<file path="config.mk">
export PLATFORM = sky130hd
export DESIGN_NAME = uart_rx_fifo_core
export DESIGN_NICKNAME = d
export VERILOG_FILES = /design/src/rtl/uart_pkg.sv /design/src/rtl/uart_rx_fifo.sv /design/src/rtl/uart_rx_fifo_core.sv
export SDC_FILE = /design/constraint.sdc
export NUM_CORES = 1
export LEC_CHECK = 0
export ABC_AREA = 1
export CORE_AREA = 5 5 86 88
export DETAILED_ROUTE_END_ITERATION = 6
export DIE_AREA = 0 0 91 93
export PLACE_DENSITY = 0.84
export SLEW_MARGIN = 20
export SYNTH_ARGS = -nofsm -noshare
export SYNTH_HDL_FRONTEND = slang
export SYNTH_SLANG_ARGS = --single-unit
</file>
<file path="constraint.sdc">
create_clock -name clk -period 2.6 [get_ports clk]
set_input_delay 0.78 -clock clk [delete_from_list [all_inputs] [get_ports clk]]
set_output_delay 0.78 -clock clk [all_outputs]
set_load 0.02 [all_outputs]
</file>
<file path="src/rtl/uart_pkg.sv">
// uart_pkg: state, entry types and parity helper shared by the UART receive path
package uart_pkg;
  localparam int MAX_DATA_BITS = 9;
  typedef enum logic [2:0] {IDLE, START, DATA, PARITY, STOP} rx_state_t;
  typedef struct packed {
    logic                     frame_err;
    logic                     parity_err;
    logic [MAX_DATA_BITS-1:0] data;
  } rx_entry_t;
  function automatic logic parity_calc(input logic [MAX_DATA_BITS-1:0] d, input logic par_bit, input logic odd);
    return ^d ^ par_bit ^ odd;
  endfunction
endpackage

</file>
<file path="src/rtl/uart_rx_fifo.sv">
// uart_rx_fifo: show-ahead synchronous FIFO; rd_data always presents the head entry
module uart_rx_fifo #(
  parameter int WIDTH = 10,
  parameter int DEPTH = 4
) (
  input  logic                       clk,
  input  logic                       rst,
  input  logic                       push,
  input  logic                       pop,
  input  logic [WIDTH-1:0]           wr_data,
  output logic [WIDTH-1:0]           rd_data,
  output logic                       full,
  output logic                       empty,
  output logic [$clog2(DEPTH+1)-1:0] count
);
  localparam int AW = $clog2(DEPTH);
  localparam int CW = $clog2(DEPTH+1);
  logic [WIDTH-1:0] mem_q [DEPTH];
  logic [AW-1:0] wr_q, rd_q;
  logic [CW-1:0] count_q;
  logic do_push, do_pop;
  assign empty = count_q == '0;
  assign full = count_q == CW'(DEPTH);
  assign do_pop = pop & ~empty;
  // a pop frees the slot the same cycle, so a push into a full FIFO is accepted alongside it
  assign do_push = push & (~full | do_pop);
  assign rd_data = empty ? '0 : mem_q[rd_q];
  assign count = count_q;
  always_ff @(posedge clk)
    if (do_push) mem_q[wr_q] <= wr_data;
  always_ff @(posedge clk or posedge rst)
    if (rst) begin
      wr_q <= '0;
      rd_q <= '0;
      count_q <= '0;
    end else begin
      wr_q <= do_push ? wr_q + 1'b1 : wr_q;
      rd_q <= do_pop ? rd_q + 1'b1 : rd_q;
      count_q <= count_q + CW'(do_push) - CW'(do_pop);
    end
endmodule

</file>
<file path="src/rtl/uart_rx_fifo_core.sv">
// uart_rx_fifo_core: oversampled UART receiver with per-character error flags,
// sticky overrun/break flags and a show-ahead receive FIFO
module uart_rx_fifo_core
  import uart_pkg::*;
#(
  parameter int DATA_BITS   = 8,
  parameter int OVERSAMPLE  = 16,
  parameter int FIFO_DEPTH  = 4,
  parameter int SYNC_STAGES = 2
) (
  input  logic                            clk,
  input  logic                            rst,
  input  logic                            rx_in,
  input  logic                            cfg_parity_en,
  input  logic                            cfg_parity_odd,
  input  logic                            cfg_two_stop,
  input  logic                            rx_ready,
  input  logic                            clear_errs,
  output logic [DATA_BITS-1:0]            rx_data,
  output logic                            rx_parity_err,
  output logic                            rx_frame_err,
  output logic                            rx_valid,
  output logic [$clog2(FIFO_DEPTH+1)-1:0] fifo_count,
  output logic                            overrun,
  output logic                            break_det
);
  localparam int CW = $clog2(OVERSAMPLE);
  localparam int BW = $clog2(DATA_BITS);
  localparam int EW = DATA_BITS + 2;
  logic [SYNC_STAGES-1:0] sync_q;
  rx_state_t state_q, state_d;
  logic [CW-1:0] cnt_q, cnt_d;
  logic [BW-1:0] bit_q, bit_d;
  logic [DATA_BITS-1:0] data_q, data_d;
  logic par_q, par_d, stop_q, stop_d, hold_q, hold_d;
  logic pen_q, pen_d, odd_q, odd_d, two_q, two_d;
  logic overrun_q, break_q;
  logic rx_s, mid, last_stop, first_stop, ferr, perr, is_brk;
  logic push, brk_set, ovr_set, pop, full, empty;
  logic [EW-1:0] head;
  assign rx_s = sync_q[SYNC_STAGES-1];
  assign mid = cnt_q == CW'(OVERSAMPLE / 2 - 1);
  assign last_stop = bit_q == BW'(two_q);
  assign first_stop = two_q ? stop_q : rx_s;
  assign ferr = ~(first_stop & rx_s);
  assign perr = pen_q & parity_calc(MAX_DATA_BITS'(data_q), par_q, odd_q);
  assign is_brk = ~|data_q & ~(pen_q & par_q) & ~(first_stop | rx_s);
  assign pop = rx_valid & rx_ready;
  assign ovr_set = push & full & ~pop;
  assign rx_valid = ~empty;
  assign {rx_frame_err, rx_parity_err, rx_data} = head;
  assign overrun = overrun_q;
  assign break_det = break_q;
  always_comb begin
    state_d = state_q;
    cnt_d = cnt_q + 1'b1;
    bit_d = bit_q;
    data_d = data_q;
    par_d = par_q;
    stop_d = stop_q;
    hold_d = hold_q;
    pen_d = pen_q;
    odd_d = odd_q;
    two_d = two_q;
    push = 1'b0;
    brk_set = 1'b0;
    case (state_q)
      IDLE: begin
        cnt_d = '0;
        if (!rx_s) state_d = START;
      end
      START: if (mid) begin
        state_d = rx_s ? IDLE : DATA;
        bit_d = '0;
        if (!rx_s) begin
          pen_d = cfg_parity_en;
          odd_d = cfg_parity_odd;
          two_d = cfg_two_stop;
        end
      end
      DATA: if (mid) begin
        data_d = {rx_s, data_q[DATA_BITS-1:1]};
        bit_d = bit_q + 1'b1;
        if (bit_q == BW'(DATA_BITS - 1)) begin
          state_d = pen_q ? PARITY : STOP;
          bit_d = '0;
        end
      end
      PARITY: if (mid) begin
        par_d = rx_s;
        state_d = STOP;
      end
      STOP: if (hold_q) begin
        // a break keeps us here until the line is released
        if (rx_s) begin
          state_d = IDLE;
          hold_d = 1'b0;
        end
      end else if (mid) begin
        if (!last_stop) begin
          stop_d = rx_s;
          bit_d = bit_q + 1'b1;
        end else if (is_brk) begin
          brk_set = 1'b1;
          hold_d = 1'b1;
        end else begin
          push = 1'b1;
          state_d = IDLE;
        end
      end
      default: state_d = IDLE;
    endcase
  end
  always_ff @(posedge clk or posedge rst)
    if (rst) begin
      sync_q <= '1;
      state_q <= IDLE;
      cnt_q <= '0;
      bit_q <= '0;
      data_q <= '0;
      par_q <= 1'b0;
      stop_q <= 1'b0;
      hold_q <= 1'b0;
      pen_q <= 1'b0;
      odd_q <= 1'b0;
      two_q <= 1'b0;
      overrun_q <= 1'b0;
      break_q <= 1'b0;
    end else begin
      sync_q <= (sync_q << 1) | SYNC_STAGES'(rx_in);
      state_q <= state_d;
      cnt_q <= cnt_d;
      bit_q <= bit_d;
      data_q <= data_d;
      par_q <= par_d;
      stop_q <= stop_d;
      hold_q <= hold_d;
      pen_q <= pen_d;
      odd_q <= odd_d;
      two_q <= two_d;
      overrun_q <= ovr_set | (overrun_q & ~clear_errs);
      break_q <= brk_set | (break_q & ~clear_errs);
    end
  uart_rx_fifo #(.WIDTH(EW), .DEPTH(FIFO_DEPTH)) u_fifo (
    .clk(clk),
    .rst(rst),
    .push(push),
    .pop(pop),
    .wr_data({ferr, perr, data_q}),
    .rd_data(head),
    .full(full),
    .empty(empty),
    .count(fifo_count)
  );
endmodule

</file>
### After elaboration in Yosys (flattened, before gate mapping)

Memory sizes are Yosys's and may differ from the RTL's.
Index checks and enable logic that the tools add are counted.

| storage, ports and cells | value |
|---|---|
| register bits after elaboration | 35 |
| memory bits (writable) | 40 |
| input port bits | 8 |
| output and inout bits | 16 |
| word-level logic and storage cells | 121 |
| memories | 1 |

| cells by class | value |
|---|---|
| add/subtract/negate cells | 6 |
| equality and inequality tests | 20 |
| muxes and demuxes | 37 |
| bitwise gates (word level) | 29 |
| reductions and logical operators | 12 |

Memory list:

| memory | depth | width | rd ports | clocked after Yosys merged registers in | write ports | RTL line | text |
|---|---|---|---|---|---|---|---|
| u_fifo.mem_q | 4 | 10 | 1 | 0 | 1 | uart_rx_fifo.sv:18 | `logic [WIDTH-1:0] mem_q [DEPTH];` |

Operators with widths:

| operator | number |
|---|---|
| 2-to-1 mux 3 bit | 17 |
| != test 2 bit (second input constant) | 8 |
| 2-to-1 mux 1 bit | 15 |
| one-hot mux 3 bit (5 select lines) | 1 |
| AND 1 bit | 12 |
| != test 3 bit (second input constant) | 4 |
| 2-to-1 mux 10 bit | 1 |
| NOT 1 bit | 10 |
| == test 3 bit (second input constant) | 3 |
| one-hot mux 3 bit (3 select lines) | 1 |
| AND reduction 9 bit | 1 |
| parity 9 bit | 1 |
| OR reduction 8 bit | 1 |
| == test 3 x 2 -> 1 bit (second input constant) | 2 |
| logical NOT 3 bit | 2 |
| AND reduction 6 bit | 1 |
| adder 2 x 1 -> 2 bit (second input constant) | 2 |
| adder 4 x 1 -> 4 bit (second input constant) | 1 |
| == test 4 x 3 -> 1 bit (second input constant) | 1 |
| 2-to-1 mux 4 bit | 1 |
| bitwise OR 1 bit | 4 |
| AND reduction 2 bit | 2 |
| AND reduction 4 bit | 1 |
| adder 3 x 1 -> 3 bit | 1 |
| other kinds (10) | 11 |

### Depth between registers and ports, before layout

| logic depth | value |
|---|---|
| word-level depth | 12 |
| depth in mapped cells | 11 |
| mapped depth without buffers | 11 |

### Modules after synthesis

From an unflattened synthesis, not the netlist that was laid out.

| second synthesis, totals | value |
|---|---|
| cell total of the unflattened synthesis | 394 |
| area, all modules | 3656.0 sq um |

Modules (own cells, without submodules):

| module | instances | cells an instance | area an instance (sq um) | seq. area each (sq um) |
|---|---|---|---|---|
| uart_rx_fifo | 1 | 212 | 2133.3 | 1376.3 |
| uart_rx_fifo_core | 1 | 182 | 1522.7 | 703.2 |

### Worst setup path after synthesis

Ideal clock, no wire load.

| path | value |
|---|---|
| path kind | reg2out |
| start point | reg u_fifo.count_q[1], in the netlist u_fifo.count[1] |
| end point | out rx_valid |
| data arrival time | 1387 ps |
| required time | 1820 ps |
| setup slack | 433 ps |
| stages on the path, launching flop included | 5 |
| path buffers | 1 |
| cells stage by stage | dfrtp_1 or2_2 nor2_1 clkbuf_1 inv_1 |

| on the way | value |
|---|---|
| longest elaborated chain between the ends | 2 |

Ends and longest elaborated chain:

| element | RTL line | text |
|---|---|---|
| start, declared | uart_rx_fifo.sv:20 | `logic [CW-1:0] count_q;` |
| start signal, assigned | uart_rx_fifo.sv:39 | `count_q <= count_q + CW'(do_push) - CW'(do_pop);` |
| logical NOT 3 bit | uart_rx_fifo.sv:22 | `assign empty = count_q == '0;` |
| NOT 1 bit | uart_rx_fifo_core.sv:50 | `assign rx_valid = ~empty;` |
| end, declared | uart_rx_fifo_core.sv:22 | `output logic rx_valid,` |

No other way between the ends.

### Worst setup path after layout

| path | value |
|---|---|
| start point | reg u_fifo.count_q[0], in the netlist u_fifo.count[0] |
| end point | out rx_valid |

The elaborated chain is that of the path after synthesis.

==> impl_metrics.xml <==
<?xml version="1.0" encoding="UTF-8"?>
<metrics>
  <group name="sta">
    <metric name="grt_setup_unrepaired" unit="">yes</metric>
    <metric name="slew_violations" unit="">0</metric>
    <metric name="finalSetupViolCount" unit="">0</metric>
    <metric name="timing.setup.tns" unit="ns">0</metric>
    <metric name="final.setup.worst_slack" unit="ns">0.0726</metric>
    <metric name="finalWorstPathRequiredPeriod" unit="ns">2.53</metric>
    <metric name="worst_margin_pin_slew" unit="ns">0.539</metric>
    <metric name="maxSlewHeadroom" unit="%">63.7</metric>
    <metric name="finalClockSkew" unit="ns">0.00641</metric>
    <metric name="clock.fmax" unit="MHz">396</metric>
    <metric name="hold_viol_final" unit="">0</metric>
    <metric name="whs" unit="ns">0.360</metric>
    <metric name="finalCritPeriodShare" unit="%">97.2</metric>
  </group>
  <group name="clocking">
    <metric name="number_of_buffers_on_the_longest_clock_path" unit="">2</metric>
    <metric name="cts_hold_buffers" unit="">0</metric>
    <metric name="clockRootBuffer" unit="">clkbuf_8</metric>
    <metric name="tritoncts" unit="">yes</metric>
    <metric name="cts_made_buffers" unit="">9</metric>
    <metric name="numClockSinks" unit="">75</metric>
    <metric name="clock_latency" unit="ns">0.35</metric>
    <metric name="cts.clk_slew.worst_paths" unit="ns">0.08</metric>
    <metric name="h-tree-depth" unit="">3</metric>
  </group>
  <group name="pwr">
    <metric name="netSwitchingFraction" unit="%">39.4</metric>
    <metric name="power.density_cell_area" unit="nW/µm²">1020</metric>
    <metric name="switchingPower" unit="µW">1630</metric>
    <metric name="max_ir_drop_vdd" unit="V">0.000617</metric>
    <metric name="comb_power_share" unit="%">40.8</metric>
    <metric name="internal_power_contribution" unit="µW">2510</metric>
    <metric name="power.leakage" unit="µW">0.00169</metric>
    <metric name="clock_power_share" unit="%">21.7</metric>
    <metric name="power.sequential.fraction" unit="%">37.4</metric>
  </group>
  <group name="global_route">
    <metric name="antenna_found_initial" unit="">0</metric>
    <metric name="globalRouteTotalUtil" unit="%">16.9</metric>
    <metric name="grt_pass1_vias" unit="">2478</metric>
    <metric name="globalRouteOverflowTotal" unit="">0</metric>
    <metric name="global_route_wire_length_before_repair" unit="mm">11.1</metric>
    <metric name="maximum_number_of_pins_on_one_net_before_global_route_repair" unit="">36</metric>
  </group>
  <group name="synthesis">
    <metric name="synthesis.nets" unit="">361</metric>
    <metric name="synth-seq-area-share" unit="%">60.1</metric>
    <metric name="netlist_instances" unit="">339</metric>
    <metric name="yosys_warnings" unit="">0</metric>
    <metric name="synth_area_per_cell" unit="µm²">10.2</metric>
    <metric name="synth_cell_types" unit="">35</metric>
    <metric name="mappedNetlistArea" unit="µm²">3460</metric>
    <metric name="postSynthRegisterBits" unit="">75</metric>
  </group>
  <group name="die">
    <metric name="floorplan.rows" unit="">30</metric>
    <metric name="die_area" unit="µm²">8460</metric>
    <metric name="die_h" unit="µm">93</metric>
    <metric name="die_w" unit="µm">91</metric>
    <metric name="io-pin-count" unit="">24</metric>
    <metric name="core-area" unit="µm²">6570</metric>
    <metric name="initial_utilization" unit="%">52.6</metric>
  </group>
  <group name="drt">
    <metric name="drt_iter0_drc" unit="">117</metric>
    <metric name="route.final.wire_length" unit="mm">6.71</metric>
    <metric name="antenna_left" unit="">0</metric>
    <metric name="wl_met3" unit="µm">222</metric>
    <metric name="drcViolationCount" unit="">0</metric>
    <metric name="wl_per_cell" unit="µm">14.4</metric>
    <metric name="topRoutingLayerUsed" unit="">met4</metric>
    <metric name="route.layer.met1.wl" unit="mm">2.80</metric>
    <metric name="first_pass_iters" unit="">4</metric>
    <metric name="route.met2.wl" unit="mm">3.60</metric>
    <metric name="detailroute.via_count" unit="">2412</metric>
    <metric name="post_drt_via_cell_ratio" unit="">5.18</metric>
  </group>
  <group name="hold_path">
    <metric name="worst_hold_class" unit="">flop to flop</metric>
  </group>
  <group name="placement">
    <metric name="gp_routability_congestion" unit="">0.781</metric>
    <metric name="preCtsSetupSlack" unit="ns">0.0176</metric>
    <metric name="place.port_buffers" unit="">23</metric>
    <metric name="placedCellCount" unit="">449</metric>
    <metric name="post-dp-hpwl" unit="mm">4.69</metric>
  </group>
  <group name="finish">
    <metric name="area.growth.synth_to_final" unit="%">18.1</metric>
    <metric name="finish.cell_count_without_fillers" unit="">466</metric>
    <metric name="share_of_post_route_cells_with_drive_strength_above_1" unit="%">14.2</metric>
    <metric name="n_antenna_cell" unit="">0</metric>
    <metric name="finish.net_count" unit="">403</metric>
  </group>
  <group name="critical_path">
    <metric name="end_kind" unit="">output port</metric>
    <metric name="crit_fanout" unit="">6</metric>
    <metric name="setup_cp_type" unit="">flop to output port</metric>
    <metric name="critical_path.startpoint_type" unit="">flop</metric>
    <metric name="crit_arrival" unit="ns">1.75</metric>
    <metric name="crit_required" unit="ns">1.82</metric>
  </group>
  <group name="flow_run">
    <metric name="maxCapViolCount" unit="">0</metric>
  </group>
  <group name="outcome">
    <metric name="outcome" unit="">completed</metric>
  </group>
</metrics>
==> path summary, 6_finish.rpt <==
check	startpoint	endpoint	slack (ns)	cells after the start
min in group asynchronous	rst	u_fifo.wr_q[1]$_DFFE_PP0P_	0.82	3
max in group asynchronous	rst	sync_q[0]$_DFF_PP1_	1.44	3
max	u_fifo.count[0]$_DFF_PP0_	rx_valid	0.07	5
min	sync_q[0]$_DFF_PP1_	sync_q[1]$_DFF_PP1_	0.36	0
max reg2reg	u_fifo.count[0]$_DFF_PP0_	u_fifo.count[2]$_DFF_PP0_	0.36	10
min reg2reg	sync_q[0]$_DFF_PP1_	sync_q[1]$_DFF_PP1_	0.36	0
==> through the flow <==
step                power (µW)  util (%)  cell area [µm²]
floorplan                 2680         -             3460
global placement          3250      58.9             3870
detailed placement        3320      58.9             3870
CTS                       4130      61.8             4060
global route              4450      62.2             4080
finish                    4150      62.2             4080
==> registers in the layout (all words and copies together) (netlist names), 2 cells and up <==
| signal | flops |
|---|---|
| sync_q | 2 |
| u_fifo.mem_q | 40 |
| u_fifo.wr_q | 2 |
| u_fifo.count | 3 |
| u_fifo.rd_q | 2 |
| state_q | 3 |
| cnt_q | 4 |
| data_q | 8 |
| bit_q | 3 |
==> critical path: stages (launching register included) <==
cell and delay [ns]:
dfrtp_1 0.40, or2_2 0.34, nor2_4 0.13, buf_4 0.18, inv_1 0.05, dlygate4sd2_1 0.31
==> routing by layer <==
| layer | GRT usage, % | vias up |
|---|---|---|
| met4 | 5.26 | 0 |
| met5 | 0 | - |
| met3 | 5.23 | 8 |
| met1 | 18.7 | 1166 |
| met2 | 30.8 | 37 |
| li1 | - | 1201 |
==> power by group through the flow <==
stage / Combinational, µW / Clock, µW / Sequential (µW)
final: 1690 / 901 / 1550
after floorplan: 1110 / 0 / 1570
after global routing: 1890 / 991 / 1570
after detailed placement: 1750 / 0 / 1570
after CTS: 1660 / 923 / 1540
after global placement: 1690 / 0 / 1560
==> cell usage after synthesis <==
master,count,area share [%]
nand4_4,1,0.62
buf_1,1,0.11
a211oi_1,1,0.22
edfxtp_1,40,35
nand3_2,1,0.29
and2_1,1,0.18
a31oi_1,1,0.18
a21oi_1,15,2.2
nand3b_1,1,0.22
dfstp_2,2,1.5
nand2_4,1,0.33
clkinv_2,1,0.14
nand2_1,38,4.1
inv_1,39,4.2
clkbuf_1,7,0.76
a21boi_0,2,0.43
nor2_4,3,0.98
xor2_1,3,0.76
mux2_2,1,0.33
nor3b_1,1,0.22
nor3_2,1,0.29
or2_2,1,0.18
inv_2,2,0.22
o21ai_0,37,5.4
nand4_1,4,0.72
o21ai_1,1,0.14
nor2_1,62,6.7
dfrtp_1,33,24
o22ai_1,1,0.18
nand2_2,5,0.90
nand3_1,11,1.6
nor3_4,1,0.47
ha_1,13,4.7
xnor2_1,6,1.5
fa_1,1,0.58
==> cell usage in the layout (no fill, tap or decap), types with 3 or more instances in the layout <==
cell and count:
dlygate4sd2_1 6, clkdlybuf4s50_1 12, nand2_2 5, edfxtp_1 40
nor2_4 4, nor2_1 61, clkbuf_8 9, xnor2_1 6
inv_1 39, ha_1 13, nand3_1 11, xor2_1 3
clkdlybuf4s15_1 4, dfrtp_1 32, nand2_1 38, clkinv_4 3
o21ai_0 37, a21oi_1 15, buf_4 14, nand4_1 4
==> cell type report <==
type	instances	area (µm²)
fill	528	2480
inverter	42	159
multi-input combinational	214	1200
clock buffer	9	124
timing repair buffer	39	345
tap	80	100
sequential	75	2080
clock inverter	7	77.6
==> logic make-up after synthesis <==
group / after synthesis / synth area share [%]
mux: 1 / 0.326
buf+inv: 50 / 5.46
xor+xnor: 9 / 2.28
fa+ha+maj: 14 / 5.28
flops: 75 / 60.1
compound gates: 58 / 8.68
simple gates: 132 / 17.8
==> what timing repair did <==
action                     in CTS  in global routing
gates resized for setup        11                 13
gates cloned                    0                  1
setup endpoints to repair      11                 11
pin swaps                       0                  0
buffers inserted                0                  0
Power figures use the tool's default switching activity.
